`src/rtl/latency_ram.sv`:
```
// Single-clock 32-bit RAM with one read port behind a configurable-latency
// register pipeline, a port-0 write port and a debug read/write port.
module latency_ram #(
  parameter int DEPTH        = 16,
  parameter int READ_LATENCY = 1
) (
  input  logic        clk,
  input  logic        rst,
  input  logic [31:0] raddr_0,
  output logic [31:0] rdata_0,
  input  logic [31:0] waddr_0,
  input  logic        wen_0,
  input  logic [31:0] wdata_0,
  input  logic [31:0] debug_addr,
  output logic [31:0] debug_data,
  input  logic [31:0] debug_write_addr,
  input  logic [31:0] debug_write_data,
  input  logic        debug_write_en,
  output logic        err,
  output logic [15:0] wr_count
);

  localparam int AW = (DEPTH > 1) ? $clog2(DEPTH) : 1;

  logic [31:0] mem     [DEPTH];
  logic [31:0] rd_pipe [READ_LATENCY];

  logic raddr_ok;
  logic waddr_ok;
  logic dbg_raddr_ok;
  logic dbg_waddr_ok;
  logic dbg_commit;
  logic wr_commit;
  logic range_fault;

  // Full 32-bit compare so that addresses beyond DEPTH never alias into the array.
  assign raddr_ok     = raddr_0          < 32'(DEPTH);
  assign waddr_ok     = waddr_0          < 32'(DEPTH);
  assign dbg_raddr_ok = debug_addr       < 32'(DEPTH);
  assign dbg_waddr_ok = debug_write_addr < 32'(DEPTH);

  // The debug port owns an address when both ports hit it on the same edge.
  assign dbg_commit = !rst && debug_write_en && dbg_waddr_ok;
  assign wr_commit  = !rst && wen_0 && waddr_ok &&
                      !(dbg_commit && (debug_write_addr == waddr_0));

  assign range_fault = !raddr_ok || (wen_0 && !waddr_ok) ||
                       (debug_write_en && !dbg_waddr_ok);

  // NOTE: the array has no reset on purpose -- contents must survive rst, and
  // a resettable array would also stop it mapping onto RAM primitives.
  always_ff @(posedge clk) begin
    if (wr_commit) begin
      mem[waddr_0[AW-1:0]] <= wdata_0;
    end
    if (dbg_commit) begin
      mem[debug_write_addr[AW-1:0]] <= debug_write_data;
    end
  end

  // NOTE: non-blocking assignments make every stage and the array read sample
  // pre-edge values, which gives both the shift behaviour and read-before-write.
  always_ff @(posedge clk) begin
    if (rst) begin
      for (int i = 0; i < READ_LATENCY; i++) begin
        rd_pipe[i] <= '0;
      end
      err      <= 1'b0;
      wr_count <= '0;
    end else begin
      rd_pipe[0] <= raddr_ok ? mem[raddr_0[AW-1:0]] : '0;
      for (int i = 1; i < READ_LATENCY; i++) begin
        rd_pipe[i] <= rd_pipe[i-1];
      end
      if (range_fault) begin
        err <= 1'b1;
      end
      if (wr_commit && (wr_count != 16'hFFFF)) begin
        wr_count <= wr_count + 16'd1;
      end
    end
  end

  assign rdata_0    = rd_pipe[READ_LATENCY-1];
  assign debug_data = dbg_raddr_ok ? mem[debug_addr[AW-1:0]] : '0;

endmodule
```
`config.mk`:
```
export PLATFORM = sky130hd
export DESIGN_NAME = latency_ram
export DESIGN_NICKNAME = d
export VERILOG_FILES = /design/src/rtl/latency_ram.sv
export SDC_FILE = /design/constraint.sdc
export NUM_CORES = 1
export LEC_CHECK = 0
export ABC_CLOCK_PERIOD_IN_PS = 7900
export BUFFER_PORTS_ARGS = -buffer_cell sky130_fd_sc_hd__buf_4
export CORE_MARGIN = 2
export CORE_UTILIZATION = 65
export DETAILED_ROUTE_END_ITERATION = 16
export PLACE_DENSITY = 0.95
export SLEW_MARGIN = 15
export SYNTH_ARGS = -nofsm -noshare
export SYNTH_HDL_FRONTEND = slang
export SYNTH_SLANG_ARGS = --single-unit
export TNS_END_PERCENT = 50
```
`constraint.sdc`:
```
create_clock -name clk -period 7.9 [get_ports clk]
set_input_delay 1.185 -clock clk [delete_from_list [all_inputs] [get_ports clk]]
set_output_delay 1.185 -clock clk [all_outputs]
set_load 0.1 [all_outputs]
```
### Yosys cells after proc, flatten, opt, wreduce, memory -nomap -nowiden

Memory sizes are Yosys's and may differ from the RTL's.
Index checks and enable logic that the tools add are counted.

| cells by class | value |
|---|---|
| add/subtract/negate cells | 1 |
| $lt $le $gt $ge | 4 |
| equal/unequal tests | 2 |
| mux-type cells | 11 |
| reductions and logical operators | 17 |

Operator list:

| cell | count |
|---|---|
| $lt 32x5->1 const B | 4 |
| $mux 32 | 3 |
| $eq 32x32->1 | 1 |
| $reduce_or 32->1 | 1 |
| $add 16x1->16 const B | 1 |
| $ne 16x16->1 const B | 1 |
| $logic_and 1x1->1 | 9 |
| $mux 1 | 8 |
| $logic_not 1->1 | 5 |
| $logic_or 1x1->1 | 2 |

| storage, ports and cells | value |
|---|---|
| register bits after elaboration | 17 |
| bits in writable memories | 544 |
| input port bits | 196 |
| output and inout bits | 81 |
| logic and storage cells | 39 |
| memories kept | 2 |

Memory list:

| memory | words | width | rd ports | clocked after Yosys merged registers in | wr ports | line | RTL |
|---|---|---|---|---|---|---|---|
| mem | 16 | 32 | 2 | 0 | 2 | 25 | `logic [31:0] mem [DEPTH];` |
| rd_pipe | 1 | 32 | 1 | 0 | 1 | 26 | `logic [31:0] rd_pipe [READ_LATENCY];` |

### Logic depth before layout (Yosys ltp)

Gate-level depths: netlist (run 1).

| logic depth | value |
|---|---|
| depth in word-level cells | 8 |
| depth in mapped cells | 10 |
| gate-level depth less buffers | 6 |

### Worst setup path before layout (run 1)

Ideal clock, no wire load.

| timing path | value |
|---|---|
| kind | in2out |
| start point | in debug_addr[2] |
| end point | out debug_data[30] |
| data arrival time | 4642 ps |
| required time | 6715 ps |
| path slack | 2073 ps |
| stages | 5 |
| buffers on the path | 2 |
| path through | clkbuf_1 > buf_1 > mux4_2 > a211oi_1 > a211oi_1 |

| on the way | value |
|---|---|
| cells in the longest elaborated chain, start to end | 2 |
| elaborated cells on any way between the ends | 3 |
| classes of those cells | order compare (1); mux (1); memory (1) |

Ends and longest elaborated chain:

| item | line | RTL |
|---|---|---|
| start, declared | 14 | `input logic [31:0] debug_addr,` |
| $lt 32x5->1 / $mem_v2 16x32 (equally long branches) | - |  |
| $mux 32 (*) | 85 | `assign debug_data = dbg_raddr_ok ? mem[debug_addr[AW-1:0]] : '0;` |
| end, declared | 15 | `output logic [31:0] debug_data,` |

Mark *: on every way between the ends. The rest lies on a longest branch, timed or not.

### Final worst setup path (run 1)

| timing path | value |
|---|---|
| start point | in debug_addr[0] |
| end point | out debug_data[23] |

The elaborated chain is that of the path after synthesis.

==> run summary, run 1 <==
The post-synthesis instance area is 32,400 µm². The final weighted congestion of routability-driven global placement came out at 0.926. For hold timing, the worst endpoint is wr_count[5]$_SDFFE_PP0P_. Setup repair after global routing left no endpoint under its margin.

The share of total power in sequential cells came out at 0.488. The layout overhead on the synthesized area is 13.2%. By area the synthesized netlist is led by sky130_fd_sc_hd__edfxtp_1 (47%), sky130_fd_sc_hd__mux4_2 (20%), sky130_fd_sc_hd__mux2_2 (18%).

Summing over every cut layer, the via total after detailed routing is 21,321. The fraction of synthesis flops using an asynchronous set or reset pin came out at 0. The number of enable flip-flop cells after synthesis came out at 512. By instance count, the cell type seen most on the critical path is sky130_fd_sc_hd__mux4_2. The maximum number of pins on one net before global-route repair is 81. The final critical-path setup slack came out at 2.68 ns. Timing analysis after detailed placement gives a worst setup slack of 2.66 ns. The path type of the worst setup path is in -> out. The worst hold path passes through 2 cells. The number of hold violations in the final report came out at 0. The area share of the largest cell type after synthesis came out at 0.475.

The DRC violation count after routing is 0. The area of the die came out at 51,600 µm². The classification of the worst-slack hold path is reg -> reg. The row count came out at 81. The initial antenna violation count is 3. Among cell families on the critical path, the largest total delay comes from buffers and inverters. The number of nets with antenna violations after detailed routing came out at 0. The later pin in the worst-skew pair is clocked with a latency of 0.63 ns.

After legalization and detailed placement, the total HPWL measured 51,700 µm. The share of total power in the clock network came out at 0.417. The number of synthesis warnings came out at 0. The total net switching power is 1.49 mW. After detailed routing, the number of vias per cell comes to 7.48. The post-synthesis net count is 2,175. The share of final-layout standard cells stronger than drive strength 1 came out at 0.571. The global route total overflow came out at 0.

The worst setup path is launched from an input pin. The critical path goes through clkbuf_8 > buf_12 > mux4_2 > mux4_2 > nor2b_1 > buf_4. The power per cell area is 181 nW/µm².

After synthesis, the netlist uses 48 different library cells. The final-report max-slew violation count came to 0. The setup TNS after final layout is 0 ns. Across every metal layer, demand over resource in global routing totals 0.371. The number of buffers and inverters on the critical path came out at 3. In this run the worst path has a maximum fanout of 80.

The data arrival time of the critical path came out at 4.04 ns. Among all flip-flop cells after synthesis, the most frequent one is sky130_fd_sc_hd__edfxtp_1. The iteration count of the initial detailed-routing pass is 8.

Buffers inserted to repair hold after CTS numbered 0. The worst-case reg-to-reg path depth came out at 6. The pin slew with the least headroom to its limit is 1.22 ns.

The count of maximum capacitance violations came out at 0. The register-to-register setup slack came out at 5.81 ns. Gates resized during post-CTS repair numbered 0. After the first detailed-routing iteration, the DRC count stood at 2,818. Dividing the final minimum period by the clock period gives 0.661. The routed design could run at a clock period as short as 5.22 ns. The post-detailed-route wirelength per cell is 33.0 µm.

The largest individual stage delay along the critical path comes from the cell sky130_fd_sc_hd__clkbuf_8. The CTS buffer count is 57. The largest single stage delay on the critical path is 0.79 ns. Of the total power, combinational logic draws 0.095.

The required time reported for the critical path endpoint is 6.71 ns. The net count of the finished layout is 2,334. The worst vdd rail ir drop is 0.178 mV. The first global-routing pass estimated 138,000 µm of wire.

Counting every instance in the synthesized netlist gives 1,978. The endpoint identified for the worst register-to-register timing path is wr_count[10]$_SDFFE_PP0P_. The floorplan core area came out at 49,100 µm².

The clock sink count came out at 561. The vertical die dimension is 227 µm. The switching share of power came out at 0.224. The synthesized design spends more area on one cell type than any other, namely sky130_fd_sc_hd__edfxtp_1. STA classifies the critical path endpoint as an output pin. The CTS clock-pin slew for the worst setup and hold paths came out at 0.06 ns.

The portion of the post-synthesis area used by sequential elements came out at 0.505. The number of failing setup endpoints in the final timing report is 0. In the layout the commonest cells are sky130_fd_sc_hd__mux2_2 (512), sky130_fd_sc_hd__edfxtp_1 (512), sky130_fd_sc_hd__buf_4 (315).

The static power due to leakage came out at 12.3 nW. The tree is rooted in a sky130_fd_sc_hd__clkbuf_16. The worst-case clock skew is 0.0112 ns. The synthesized area per cell is 16.4 µm². The worst hold path begins at wr_count[5]$_SDFFE_PP0P_.

The maximum count of clock buffers along a single path came out at 3. The worst max-slew margin expressed relative to the limit is 0.189. The number of input and output port buffers inserted is 276. The starting density of the core is 0.660.

The number of ports placed on the die boundary came out at 277. The routed wire length came out at 94,100 µm. The worst register-to-register path begins at wr_count[0]$_SDFFE_PP0P_. In this run the horizontal extent of the chip is 227 µm. The number of global-route vias before repair is 22,383.

The flow ran to the end, and the final reports show no timing, DRC or antenna violations. The fmax came out at 191 MHz. The flip-flop and latch count after synthesis came out at 561. The internal power component is 5.14 mW. The H-tree depth came out at 2.

TritonCTS built the clock tree. The post-CTS repair timing setup buffer count is 0.
flip-flops by register name, indices dropped and copies added, names as in the netlist:
name      cells
err           1
mem         512
rd_pipe      32
wr_count     16
cells in the mapped netlist (all sizes together), types with 10 or more instances:
library cell,number
xnor2,32
dfxtp,49
nand3,21
mux2i,33
clkbuf,132
o21ai,15
mux4,287
nor2b,74
edfxtp,512
nor4,33
and3,10
nand4,14
buf,86
a211oi,66
mux2,518
nand2,23
final cells by class:
class / instances / area, µm²
clock buffer: 80 / 1640
clock inverter: 28 / 267
sequential: 561 / 16400
timing repair buffer: 318 / 2410
fill: 2828 / 12400
multi-input combinational: 1195 / 15200
antenna: 1 / 2.50
inverter: 4 / 15.0
tap: 664 / 831
power by group through the flow:
stage | Clock [mW] | Sequential [mW] | Combinational (mW)
6_report | 2.77 | 3.23 | 0.631
4_1_cts | 2.76 | 3.23 | 0.623
3_3_place_gp | 0 | 3.30 | 0.586
3_5_place_dp | 0 | 3.30 | 0.616
5_1_grt | 2.87 | 3.23 | 0.667
2_1_floorplan | 0 | 3.30 | 0.419
cells by family (layout without fill, tap and decap cells):
group / count (synthesis) / in the layout / synth area share
compound gates: 106 / 106 / 0.0228
buf+inv: 222 / 430 / 0.0321
simple gates: 218 / 218 / 0.0414
mux: 838 / 838 / 0.390
fa+ha+maj: 1 / 1 / 0.000386
flops: 561 / 561 / 0.505
other cells: 0 / 1 / 0
xor+xnor: 32 / 32 / 0.00865
stage by stage:
step | instances | hold slack (ns) | instance area, µm² | power (mW) | utilization
after global placement | 2742 | 0.488 | 34800 | 3.88 | 0.709
after floorplan | 1978 | 0.811 | 32400 | 3.72 | -
after global routing | 2850 | 0.538 | 36700 | 6.77 | 0.748
final | 2851 | 0.509 | 36700 | 6.63 | 0.748
after detailed placement | 2742 | 0.494 | 34800 | 3.91 | 0.709
after CTS | 2850 | 0.505 | 36700 | 6.62 | 0.748
worst max path at each step:
stage                       start  depth (start not counted)        endpoint  slack (ns)
floorplan           debug_addr[2]                          5  debug_data[30]        2.07
global placement    debug_addr[0]                          6  debug_data[23]        2.71
detailed placement  debug_addr[0]                          6  debug_data[24]        2.66
CTS                 debug_addr[0]                          6  debug_data[24]        2.65
global route        debug_addr[0]                          6  debug_data[12]        2.53
finish              debug_addr[0]                          6  debug_data[23]        2.68
worst reg2reg max path, cell delays in order, from the launching register on:
cell and delay [ns]:
sky130_fd_sc_hd__dfxtp_1 0.42, sky130_fd_sc_hd__ha_1 0.25, sky130_fd_sc_hd__nand4_1 0.19, sky130_fd_sc_hd__nor3_1 0.50, sky130_fd_sc_hd__or3_1 0.26, sky130_fd_sc_hd__nor4_1 0.08
sky130_fd_sc_hd__mux2_2 0.28
routing by layer:
metal | wire length (µm) | track usage | vias to the layer above | part of all wire
li1 | - | - | 8450 | -
met1 | 30600 | 0.461 | 10690 | 0.33
met2 | 46200 | 0.603 | 1758 | 0.49
met3 | 11800 | 0.0929 | 419 | 0.13
met4 | 5460 | 0.201 | 4 | 0.058
met5 | 19 | 0 | - | 0.00020
Power figures use the tool's default switching activity.
==> run 2, diff against run 1 <==
ABC_CLOCK_PERIOD_IN_PS = 4300   (was 7900)
CORE_UTILIZATION = 55   (was 65)
PLACE_DENSITY = 0.88   (was 0.95)
clock period = 4.3 ns   (was 7.9 ns; I/O delays follow)
==> run 2 against run 1 <==
Core utilization is 11 points lower; largest cell class unchanged; sequential share of layout area fell by 0.50 points; final cell count is 4.2% higher; largest power group unchanged; via count decreased by 0.99%; clock-buffer cell count fell by 10.
==> run summary, run 2 (same netlist as run 1, synthesis figures left out) <==
The flow ran to the end, and the final reports show no timing, DRC or antenna violations. The worst vdd rail ir drop came out at 0.314 mV. The worst setup path is launched from an input pin. Setup violations remaining at the end of the flow were counted as 0. Traced cell by cell, the critical path runs through clkbuf_8 > buf_12 > mux4_2 > mux4_2 > nor2b_1 > buf_4. The routed wire length is 93,800 µm. The per-cell via count in the routed design came out at 7.10. The detailed router finished its first iteration with 2,490 violations. The final instance area came out at 37,100 µm². The standard cell area after detailed placement is 35,200 µm². The post-detailed-route wirelength per cell came out at 31.6 µm. The worst max-slew margin expressed relative to the limit came out at 0.306. The vertical die dimension came out at 247 µm. The cts-stage hold buffer count is 0. The number of nets with antenna violations after detailed routing is 0. At the end of routability-driven placement, the weighted congestion stood at 0.913. The width of the chip came out at 247 µm. In this design, the stage delay of the slowest critical-path cell is 0.56 ns.

The worst setup path is captured at an output pin. TritonCTS built the clock tree. Post-CTS repair changed the size of 0 cells. The slowest stage of the critical path belongs to the cell sky130_fd_sc_hd__mux4_2. The global route total overflow came out at 0.

The critical path is of the in -> out type. The number of global-route vias before repair was 22,082. The maximum number of pins on one net before global-route repair is 65. The root buffer cell chosen for the clock tree is sky130_fd_sc_hd__clkbuf_16.

The static power due to leakage is 12.4 nW. The maximum count of clock buffers along a single path is 3. The number of hold violations in the final report came to 0.

The count of maximum capacitance violations is 0. In this run the core area contains 88 standard-cell rows. The required time reported for the critical path endpoint came out at 3.65 ns. The worst hold path belongs to the class in -> reg. The fmax is 288 MHz. Leaving out fill and tap cells, the most frequent cells in the layout are sky130_fd_sc_hd__mux2_2 (512), sky130_fd_sc_hd__edfxtp_1 (512), sky130_fd_sc_hd__buf_4 (316). The initial antenna violation count is 6.

The DRC violation count after routing is 0. On the critical path the largest part of the delay comes from multiplexers. The cell depth of the worst min-delay path came out at 3.

The number of nets in the final layout is 2,352. The number of input and output port buffers inserted is 276. The first detailed-routing pass ran for 5 iterations. The post-CTS repair timing setup buffer count came out at 0. The number of ports placed on the die boundary is 277.

The floorplan core area is 57,900 µm². The area of the die came out at 60,900 µm². For the finished layout, the period the worst path requires is 3.47 ns.

The starting density of the core came out at 0.559. The register with the most flip-flops in the layout has 512 of them. The final HPWL from detailed placement is 54,500 µm.

The logic depth of the worst setup path including buffers is 6. The clock insertion delay at the later pin of the skew report came out at 0.64 ns. The pin slew with the least headroom to its limit came out at 1.04 ns. The number of fill cells in the layout is 3,983. The layout overhead on the synthesized area is 14.5%. The setup TNS after final layout came out at 0 ns.

The final-report max-slew violation count came out at 0. The critical path's most frequent cell is sky130_fd_sc_hd__mux4_2. The global-route total usage across every layer came out at 0.308. Setup repair after global routing left no endpoint under its margin. The first global-routing pass estimated 138,000 µm of wire. The post-route clock period utilization came out at 0.807. The CTS clock-pin slew for the worst setup and hold paths came out at 0.06 ns. For this design the ratio of total power to cell area is 327 nW/µm². The worst-case reg-to-reg path depth came out at 6.

The tree built by TritonCTS fans out to 561 sinks. The number of buffers and inverters on the critical path is 3. Counting the buffers created by CTS gives 58. The H-tree depth is 2.

For the final database, setup skew stands at 0.0265 ns. The share of final-layout standard cells stronger than drive strength 1 is 0.571. The routed via count is 21,109.

The maximum fanout along the worst path is 39. The data arrival time of the critical path is 2.83 ns.
==> run 2: area by class of cell <==
| type | instances | area, µm² | area share |
|---|---|---|---|
| tap | 765 | 957 | 0.0258 |
| clock buffer | 70 | 1500 | 0.0404 |
| antenna | 4 | 10.0 | 0.000270 |
| multi-input combinational | 1195 | 15200 | 0.409 |
| sequential | 561 | 16400 | 0.441 |
| clock inverter | 38 | 350 | 0.00945 |
| timing repair buffer | 335 | 2740 | 0.0739 |
| inverter | 4 | 15.0 | 0.000405 |
==> run 2: metal layers <==
metal | up-vias | wire, µm | share of wire | global-route usage
met5 | - | 25 | 0.00027 | 0
met4 | 4 | 4230 | 0.045 | 0.148
met3 | 311 | 9880 | 0.11 | 0.0532
met2 | 1428 | 47000 | 0.50 | 0.518
met1 | 10859 | 32700 | 0.35 | 0.391
li1 | 8507 | - | - | -
==> run 2: stage by stage <==
| step | power (mW) | std cells | util | setup WS, ns | hold slack (ns) |
|---|---|---|---|---|---|
| after floorplan | 6.83 | 1978 | - | -0.216 | 0.807 |
| after global placement | 7.18 | 2860 | 0.608 | 0.754 | 0.492 |
| after detailed placement | 7.22 | 2860 | 0.608 | 0.640 | 0.510 |
| after CTS | 12.1 | 2968 | 0.640 | 0.819 | 0.311 |
| after global routing | 12.4 | 2971 | 0.640 | 0.739 | 0.328 |
| final | 12.1 | 2972 | 0.640 | 0.830 | 0.337 |
==> run 2: final timing paths <==
check | to | slack [ns] | start
worst max-delay path | debug_data[15] | 0.83 | debug_addr[0]
worst min register to register | wr_count[5]$_SDFFE_PP0P_ | 0.52 | wr_count[5]$_SDFFE_PP0P_
worst min-delay path | err$_SDFFE_PP0P_ | 0.34 | wen_0
worst max register to register | wr_count[4]$_SDFFE_PP0P_ | 2.21 | wr_count[3]$_SDFFE_PP0P_
==> run 2: report_power, final <==
group | leakage [nW] | internal (mW) | switching, mW
Combinational | 6.50 | 0.624 | 0.563
Sequential | 4.99 | 5.94 | 0.000252
Clock | 0.910 | 2.83 | 2.17
Total | 12.4 | 9.40 | 2.73
==> run 2: tightest hold or removal path, stage by stage <==
cell                      delay [ns]
sky130_fd_sc_hd__buf_4          0.13
sky130_fd_sc_hd__nand2_1        0.05
sky130_fd_sc_hd__a31oi_1        0.07
